$ cat config.mk
export PLATFORM = sky130hd
export DESIGN_NAME = instr_fetch_mem
export DESIGN_NICKNAME = d
export VERILOG_FILES = /design/src/rtl/instr_mem_pkg.sv /design/src/rtl/instr_mem_array.sv /design/src/rtl/instr_fetch_mem.sv
export SDC_FILE = /design/constraint.sdc
export NUM_CORES = 2
export LEC_CHECK = 0
export ABC_AREA = 1
export BUFFER_PORTS_ARGS = -buffer_cell sky130_fd_sc_hd__buf_2
export CELL_PAD_IN_SITES_DETAIL_PLACEMENT = 0
export CELL_PAD_IN_SITES_GLOBAL_PLACEMENT = 1
export CORE_ASPECT_RATIO = 1.75
export CORE_MARGIN = 5
export CORE_UTILIZATION = 45
export DETAILED_ROUTE_END_ITERATION = 12
export PLACE_DENSITY = 0.79
export SLEW_MARGIN = 30
export SYNTH_ARGS = -nofsm -noshare
export SYNTH_HDL_FRONTEND = slang
export SYNTH_HIERARCHICAL = 1
export SYNTH_SLANG_ARGS = --single-unit
export TNS_END_PERCENT = 1
$ cat constraint.sdc
create_clock -name clk -period 4 [get_ports clk]
set_clock_uncertainty 0.05 [all_clocks]
set_input_delay 0.4 -clock clk [delete_from_list [all_inputs] [get_ports clk]]
set_output_delay 0.4 -clock clk [all_outputs]
set_load 0.05 [all_outputs]
$ cat src/rtl/instr_mem_pkg.sv
// Shared types and address helpers for the instruction fetch memory.
package instr_mem_pkg;

   typedef enum logic {
      ST_CLEAR = 1'b0,
      ST_RUN   = 1'b1
   } state_t;

   function automatic int unsigned bytes_per_word(input int unsigned instr_w);
      return instr_w / 8;
   endfunction

   // Instruction words are 16 or 32 bits, so the byte offset is 1 or 2 bits wide.
   function automatic logic [31:0] word_idx(input logic [31:0] addr, input int unsigned instr_w);
      return (bytes_per_word(instr_w) == 4) ? (addr >> 2) : (addr >> 1);
   endfunction

   function automatic logic is_aligned(input logic [31:0] addr, input int unsigned instr_w);
      return (addr & 32'(bytes_per_word(instr_w) - 1)) == 32'd0;
   endfunction

endpackage

$ cat src/rtl/instr_mem_array.sv
// Instruction storage: one synchronous write port, one asynchronous read port, no reset.
module instr_mem_array #(
   parameter int unsigned INSTR_W = 16,
   parameter int unsigned DEPTH   = 128,
   parameter int unsigned IDX_W   = 7
) (
   input  logic               clk,
   input  logic               we,
   input  logic [IDX_W-1:0]   waddr,
   input  logic [INSTR_W-1:0] wdata,
   input  logic [IDX_W-1:0]   raddr,
   output logic [INSTR_W-1:0] rdata
);

   logic [INSTR_W-1:0] mem [DEPTH];

   always_ff @(posedge clk) begin
      if (we) mem[waddr] <= wdata;
   end

   assign rdata = mem[raddr];

endmodule

$ cat src/rtl/instr_fetch_mem.sv
// IF-stage instruction memory: registered fetch with stall/flush, fault flags,
// program-load port and an optional post-reset clear sweep.
module instr_fetch_mem
   import instr_mem_pkg::*;
#(
   parameter int unsigned          ADDR_W     = 8,
   parameter int unsigned          INSTR_W    = 16,
   parameter int unsigned          DEPTH      = 128,
   parameter logic [INSTR_W-1:0]   NOP_WORD   = '0,
   parameter int unsigned          INIT_CLEAR = 1
) (
   input  logic               clk,
   input  logic               rst,
   input  logic               fetch_req,
   input  logic [ADDR_W-1:0]  fetch_addr,
   input  logic               stall,
   input  logic               flush,
   input  logic               prog_we,
   input  logic [ADDR_W-1:0]  prog_addr,
   input  logic [INSTR_W-1:0] prog_data,
   output logic               ready,
   output logic [INSTR_W-1:0] inst_out,
   output logic               inst_valid,
   output logic               misalign,
   output logic               oob
);

   localparam int unsigned IDX_W = (DEPTH > 1) ? $clog2(DEPTH) : 1;

   state_t             state_q, state_d;
   logic [IDX_W-1:0]   cnt_q, cnt_d;
   logic               ready_d, valid_d, mis_d, oob_d;
   logic [INSTR_W-1:0] out_d;

   logic [31:0]        f_idx, p_idx;
   logic               f_align, f_in, p_ok, bypass;
   logic               mem_we;
   logic [IDX_W-1:0]   mem_waddr;
   logic [INSTR_W-1:0] mem_wdata, rdata, fetch_data;

   // Address decode; indices at or beyond DEPTH are faults, never aliases.
   always_comb begin
      f_idx      = word_idx(32'(fetch_addr), INSTR_W);
      p_idx      = word_idx(32'(prog_addr), INSTR_W);
      f_align    = is_aligned(32'(fetch_addr), INSTR_W);
      f_in       = f_idx < DEPTH;
      p_ok       = ready && prog_we && is_aligned(32'(prog_addr), INSTR_W) && (p_idx < DEPTH);
      bypass     = p_ok && (p_idx == f_idx);
      fetch_data = bypass ? prog_data : rdata;
   end

   instr_mem_array #(
      .INSTR_W (INSTR_W),
      .DEPTH   (DEPTH),
      .IDX_W   (IDX_W)
   ) u_array (
      .clk   (clk),
      .we    (mem_we),
      .waddr (mem_waddr),
      .wdata (mem_wdata),
      .raddr (IDX_W'(f_idx)),
      .rdata (rdata)
   );

   // Next state, write mux and output-register next values.
   always_comb begin
      state_d   = state_q;
      cnt_d     = cnt_q;
      ready_d   = ready;
      out_d     = inst_out;
      valid_d   = inst_valid;
      mis_d     = misalign;
      oob_d     = oob;
      mem_we    = 1'b0;
      mem_waddr = IDX_W'(p_idx);
      mem_wdata = prog_data;

      case (state_q)
         ST_CLEAR: begin
            mem_we    = 1'b1;
            mem_waddr = cnt_q;
            mem_wdata = NOP_WORD;
            cnt_d     = cnt_q + IDX_W'(1);
            if (cnt_q == IDX_W'(DEPTH - 1)) begin
               state_d = ST_RUN;
               ready_d = 1'b1;
            end
         end
         ST_RUN: begin
            ready_d = 1'b1;
            mem_we  = p_ok;
         end
         default: state_d = ST_RUN;
      endcase

      // Flush beats stall; stall freezes every output register.
      if (flush) begin
         valid_d = 1'b0;
         mis_d   = 1'b0;
         oob_d   = 1'b0;
      end else if (!stall) begin
         if (ready && fetch_req) begin
            mis_d = !f_align;
            oob_d = !f_in;
            if (!f_align || !f_in) begin
               out_d   = NOP_WORD;
               valid_d = 1'b0;
            end else begin
               out_d   = fetch_data;
               valid_d = 1'b1;
            end
         end else begin
            valid_d = 1'b0;
            mis_d   = 1'b0;
            oob_d   = 1'b0;
         end
      end
   end

   always_ff @(posedge clk) begin
      if (rst) begin
         state_q    <= (INIT_CLEAR != 0) ? ST_CLEAR : ST_RUN;
         cnt_q      <= '0;
         ready      <= 1'b0;
         inst_out   <= NOP_WORD;
         inst_valid <= 1'b0;
         misalign   <= 1'b0;
         oob        <= 1'b0;
      end else begin
         state_q    <= state_d;
         cnt_q      <= cnt_d;
         ready      <= ready_d;
         inst_out   <= out_d;
         inst_valid <= valid_d;
         misalign   <= mis_d;
         oob        <= oob_d;
      end
   end

endmodule

=== Yosys cells after proc, flatten, opt, wreduce, memory -nomap -nowiden ===
Memories as Yosys holds them, arrays and structs flattened.
Cells that the tools add are included.

* Output and inout bits: 20
* Memories: 1
* Register bits: 28
* Memory bits (writable): 2048

* Reduce and logical (&&, ||, !) cells: 12
* Magnitude comparators: 2
* Eq/ne operators: 3
* Bitwise gates (word level): 3
* Multiplexer cells: 15
* Add/sub/neg operators: 1

{| class="wikitable"
|+ Memories
! memory !! depth !! bits a word !! read ports !! clocked after memory_dff !! wr ports !! RTL line !! text
|-
| u_array.mem || 128 || 16 || 1 || 0 || 1 || instr_mem_array.sv:15 || <nowiki>logic [INSTR_W-1:0] mem [DEPTH];</nowiki>
|}

{| class="wikitable"
|+ Operator list
! operator !! number
|-
| zero test 32 bit || 2
|-
| 2-to-1 mux 16 bit || 3
|-
| < comparator 7 x 8 -> 1 bit (second input constant) || 2
|-
| 2-to-1 mux 1 bit || 9
|-
| adder 7 x 1 -> 7 bit (second input constant) || 1
|-
| == test 7 bit || 1
|-
| == test 7 bit (second input constant) || 1
|-
| 2-to-1 mux 7 bit || 1
|-
| logical AND 1 bit || 5
|-
| case mux 1 bit (2 select lines) || 2
|-
| inverter 1 bit || 3
|-
| AND reduction 3 bit || 1
|-
| zero test 1 bit || 2
|-
| inequality test 2 bit (second input constant) || 1
|-
| OR reduction 2 bit || 1
|-
| logical OR 1 bit || 1
|}

=== Logic depth before layout (Yosys ltp) ===
* Word-level depth: 6
* Depth in mapped cells: 17

=== Cells and area by module ===
Netlist, hierarchy kept.

{| class="wikitable"
|+ Modules (own cells, without submodules)
! module !! cells each !! instances !! area an instance (um^2)
|-
| instr_mem_array || 6777 || 1 || 82507.9
|-
| instr_fetch_mem || 289 || 1 || 1740.4
|}

=== Worst setup path after synthesis ===
Ideal clock, no wire load.

* Path kind: reg-to-reg
* Start: register ready
* End: memory u_array.mem[105][0] (enable)
* Setup time: 0.388 ns
* Arrival: 2.350 ns
* Path buffers: 2
* Stages on the path, launching flop included: 7
* Path slack: 1.212 ns
* Path through: dfxtp_1 -> nand2_2 -> o21ai_0 -> clkbuf_1 -> nand2_1 -> clkbuf_1 -> nor2_1

* Word-level cells in the longest chain between the ends: 6

{| class="wikitable"
|+ Ends and longest elaborated chain
! item !! RTL line !! text
|-
| start, declared || instr_fetch_mem.sv:21 || <nowiki>output logic ready,</nowiki>
|-
| start signal, assigned || instr_fetch_mem.sv:132 || <nowiki>ready <= ready_d;</nowiki>
|-
| logical AND 1 bit (3 in a row) || instr_fetch_mem.sv:47 || <nowiki>p_ok = ready && prog_we && is_aligned(32'(prog_addr), INSTR_W) && (p_idx < DEPTH);</nowiki>
|-
| case mux 1 bit (2 select lines) || instr_fetch_mem.sv:78 || <nowiki>case (state_q)</nowiki>
|-
| net mem_we || instr_fetch_mem.sv:37 || <nowiki>logic mem_we;</nowiki>
|-
| 2-to-1 mux 1 bit || instr_mem_array.sv:18 || <nowiki>if (we) mem[waddr] <= wdata;</nowiki>
|-
| 2-to-1 mux 1 bit (not written as such) || instr_mem_array.sv:18 ||
|-
| end, declared || instr_mem_array.sv:15 ||
|}

The timed path passes the listed nets, and every way through them passes these cells.

=== Final worst setup path ===
* Start: register state_q
* End: memory u_array.mem[71][6] (enable)

{| class="wikitable"
|+ RTL lines
! item !! RTL line !! text
|-
| start, declared || instr_fetch_mem.sv:30 || <nowiki>state_t state_q, state_d;</nowiki>
|-
| start signal, assigned || instr_fetch_mem.sv:122 || <nowiki>state_q <= (INIT_CLEAR != 0) ? ST_CLEAR : ST_RUN;</nowiki>
|-
| start signal, assigned || instr_fetch_mem.sv:130 || <nowiki>state_q <= state_d;</nowiki>
|-
| 2-to-1 mux 7 bit || instr_fetch_mem.sv:78 ||
|-
| net mem_waddr[4] || instr_fetch_mem.sv:38 || <nowiki>logic [IDX_W-1:0] mem_waddr;</nowiki>
|}

The timed path passes the listed nets, and every way through them passes these cells.

==> impl_metrics.py <==
metrics = {
    "setup_path": {
        "cp_max_fo": 16,
        "end_kind": "flip-flop",
        "cp_data_required_time_ns": 4.45,
        "cp_data_arrival_time_ns": 3.90,
        "crit_type": "flip-flop to flip-flop",
        "cp-start-kind": "flip-flop",
    },
    "logic_synthesis": {
        "synth.ff_latch_count": 2075,
        "synth_compound_area_share_pct": 0.2198,
        "synth_fa_ha_area_share_pct": 0.01485,
        "synthesis.area_um2": 84250,
        "syn_nets": 7105,
        "synth_edf_count": 2048,
        "synth_cells": 7066,
        "avgSynthCellArea_um2": 11.92,
        "synth_xor_area_share_pct": 0.05198,
        "synthArstFlopShare_pct": 0,
        "yosys_most_used_dff": "edfxtp_1",
        "synthSimpleGateAreaFrac_pct": 22.70,
        "synth-warning-count": 6,
        "yosysSeqAreaShare_pct": 73.64,
        "synth_mux_area_share_pct": 0,
        "synth_cell_types": 30,
        "synth_top_family_by_area": "simple AND/OR/NAND/NOR gates",
    },
    "placed_design": {
        "place_congestion": 0.8965,
        "post-place-ws_ns": 0.6025,
        "portBuffers": 56,
        "place_hpwl_um": 152500,
    },
    "hold_path": {
        "hold_class": "input pin to flip-flop",
    },
    "routing": {
        "drt_pass1_iterations": 8,
        "drt_iter0_markers": 6447,
        "vias": 56600,
        "drc": 0,
        "wl_per_cell_um": 26.32,
        "drt_wl_total_um": 255500,
        "vias_per_cell": 5.830,
        "postRouteAntennaNets": 0,
    },
    "grt": {
        "grt_pass1_vias": 54110,
        "gr-total-overflow": 0,
        "antenna_found_initial": 4,
        "gr-usage-all-layers_pct": 25.44,
        "grt_max_degree": 128,
        "grt_pass1_wl_um": 369000,
    },
    "clock_network": {
        "cts_setup_buffers": 0,
        "cts_root_buffer": "clkbuf_16",
        "cts_buffers": 181,
        "tritoncts": "yes",
        "path_clk_slew_ns": 0.07,
        "clock_tree.buffer_depth": 4,
        "clk_latency_ns": 0.81,
        "htree_levels": 4,
        "cts_sinks": 2075,
    },
    "floorplanning": {
        "rows": 210,
        "io_pins": 58,
        "die_h_um": 582.4,
        "fp.dieW_um": 337.1,
        "coreArea_um2": 186600,
        "start_util_pct": 45.16,
        "die-area_um2": 196300,
    },
    "sta": {
        "period_share_pct": 86.26,
        "hold_violations": 0,
        "setup_ws_ns": 0.5497,
        "slew_headroom_pct": 32.55,
        "setup_tns_ns": 0,
        "setup_violations": 0,
        "drv_slew": 0,
        "worstMarginPinSlew_ns": 1.008,
        "rsz0062_at_grt": "no",
        "min_period_ns": 3.450,
        "max_freq_ghz": 0.2898,
    },
    "final_layout": {
        "final_common_cell": "nand2_1",
        "layout.nets": 7179,
        "drive_above_1_share_pct": 8.422,
        "area.growth.synth_to_final_pct": 11.00,
        "final_cell_mix": "2171 x nand2_1, 2053 x nand3_1, 2048 x edfxtp_1",
    },
    "power": {
        "ir_worst_vdd_uv": 317.4,
        "internal_power_uw": 33100,
        "seq_power_share_pct": 55.4,
        "switching_share_pct": 22.20,
        "pwr-share-comb_pct": 5.9,
        "switching_power_uw": 9443,
        "power_frac_clock_pct": 38.7,
        "pwr_density_cell_nw_per_um2": 454.9,
        "p_leak_uw": 0.03390,
    },
    "flow_run": {
        "cap_violations": 0,
    },
    "outcome": {
        "outcome": "completed",
    },
}
==> synth_stat cells, types with 8 or more instances <==
master	instances	share of area (%)
edfxtp_1	2048	73
inv_1	82	0.37
a21oi_1	25	0.15
nand2_1	2171	9.7
buf_6	23	0.31
nor2_1	144	0.64
inv_2	8	0.036
o21ai_1	11	0.065
buf_4	65	0.58
nand3_1	2053	12
buf_2	251	1.5
clkbuf_1	87	0.39
buf_1	41	0.18
dfxtp_1	27	0.64
nor3_1	8	0.048
==> per-stage QoR <==
stage / area [um2] / hold slack, ns / total power (uW) / cells / utilization [%]
after floorplan: 84250 / 0.4132 / 25510 / 7066 / -
after global placement: 88050 / 0.3939 / 26480 / 9384 / 47.20
after detailed placement: 88050 / 0.4060 / 26500 / 9384 / 47.20
after CTS: 93500 / 0.003175 / 42690 / 9705 / 50.12
after global routing: 93510 / 0.05295 / 43710 / 9706 / 50.13
final: 93520 / 0.05594 / 42540 / 9708 / 50.13
==> worst max-delay path: stages (launching register included) <==
cell and delay, ns:
dfxtp_1 0.66, inv_2 0.20, nand2_1 0.09, o21ai_1 0.15, nor2_1 0.80, nand2_1 0.50
nor2_1 0.35, buf_4 0.32
==> timing repair <==
action | in CTS | in global routing
hold buffers | 11 | 0
resized for setup | 0 | 0
hold endpoints to repair | 8 | 0
==> cells by family (layout without fill, tap and decap cells) <==
logic type | Yosys count | after routing
xor gates and xnor gates | 5 | 5
AOI/OAI and AO/OA | 37 | 37
DFF | 2075 | 2075
buffers and inverters | 559 | 760
and+or+nand+nor | 4388 | 4388
adders and majority gates | 1 | 1
other | 1 | 4
==> final timing paths <==
check,start,end,slack [ns],depth (start not counted)
setup / recovery,state_q,u_array/mem[71][6],0.55,7
hold / removal,fetch_addr[0],inst_out[9],0.06,4
setup reg to reg,state_q,u_array/mem[71][6],0.55,7
hold reg to reg,cnt_q[0],cnt_q[0],0.47,2
==> state kept, by name, indices dropped and copies added (netlist names) <==
signal       count
cnt_q            7
inst_out        16
inst_valid       1
misalign         1
ready            1
state_q          1
u_array/mem   2048
==> final cells by class <==
class / count / area [um2]
fillers: 16050 / 93040
flip-flops and latches: 2075 / 62040
multi-input cells: 4432 / 19370
clock buffers: 224 / 4733
repair buffers: 359 / 3291
well taps: 2438 / 3050
clock inverters: 86 / 608.1
inverters: 91 / 420.4
diodes: 3 / 7.507
==> routing by layer <==
| layer | share of wire (%) | GRT usage (%) | vias to the layer above |
|---|---|---|---|
| met4 | 9.2 | 19.05 | 0 |
| met1 | 34 | 29.90 | 27910 |
| met2 | 49 | 42.58 | 2814 |
| met5 | 0 | 0 | - |
| met3 | 7.4 | 3.321 | 711 |
| li1 | - | - | 25170 |
==> power groups by stage <==
| stage | logic (uW) | clock network, uW | registers, uW |
|---|---|---|---|
| after floorplan | 1460 | 0 | 24100 |
| after global placement | 2430 | 0 | 24100 |
| after detailed placement | 2440 | 0 | 24100 |
| after CTS | 2460 | 16600 | 23600 |
| after global routing | 2620 | 17500 | 23600 |
| final | 2490 | 16500 | 23600 |
Power figures use the tool's default switching activity.
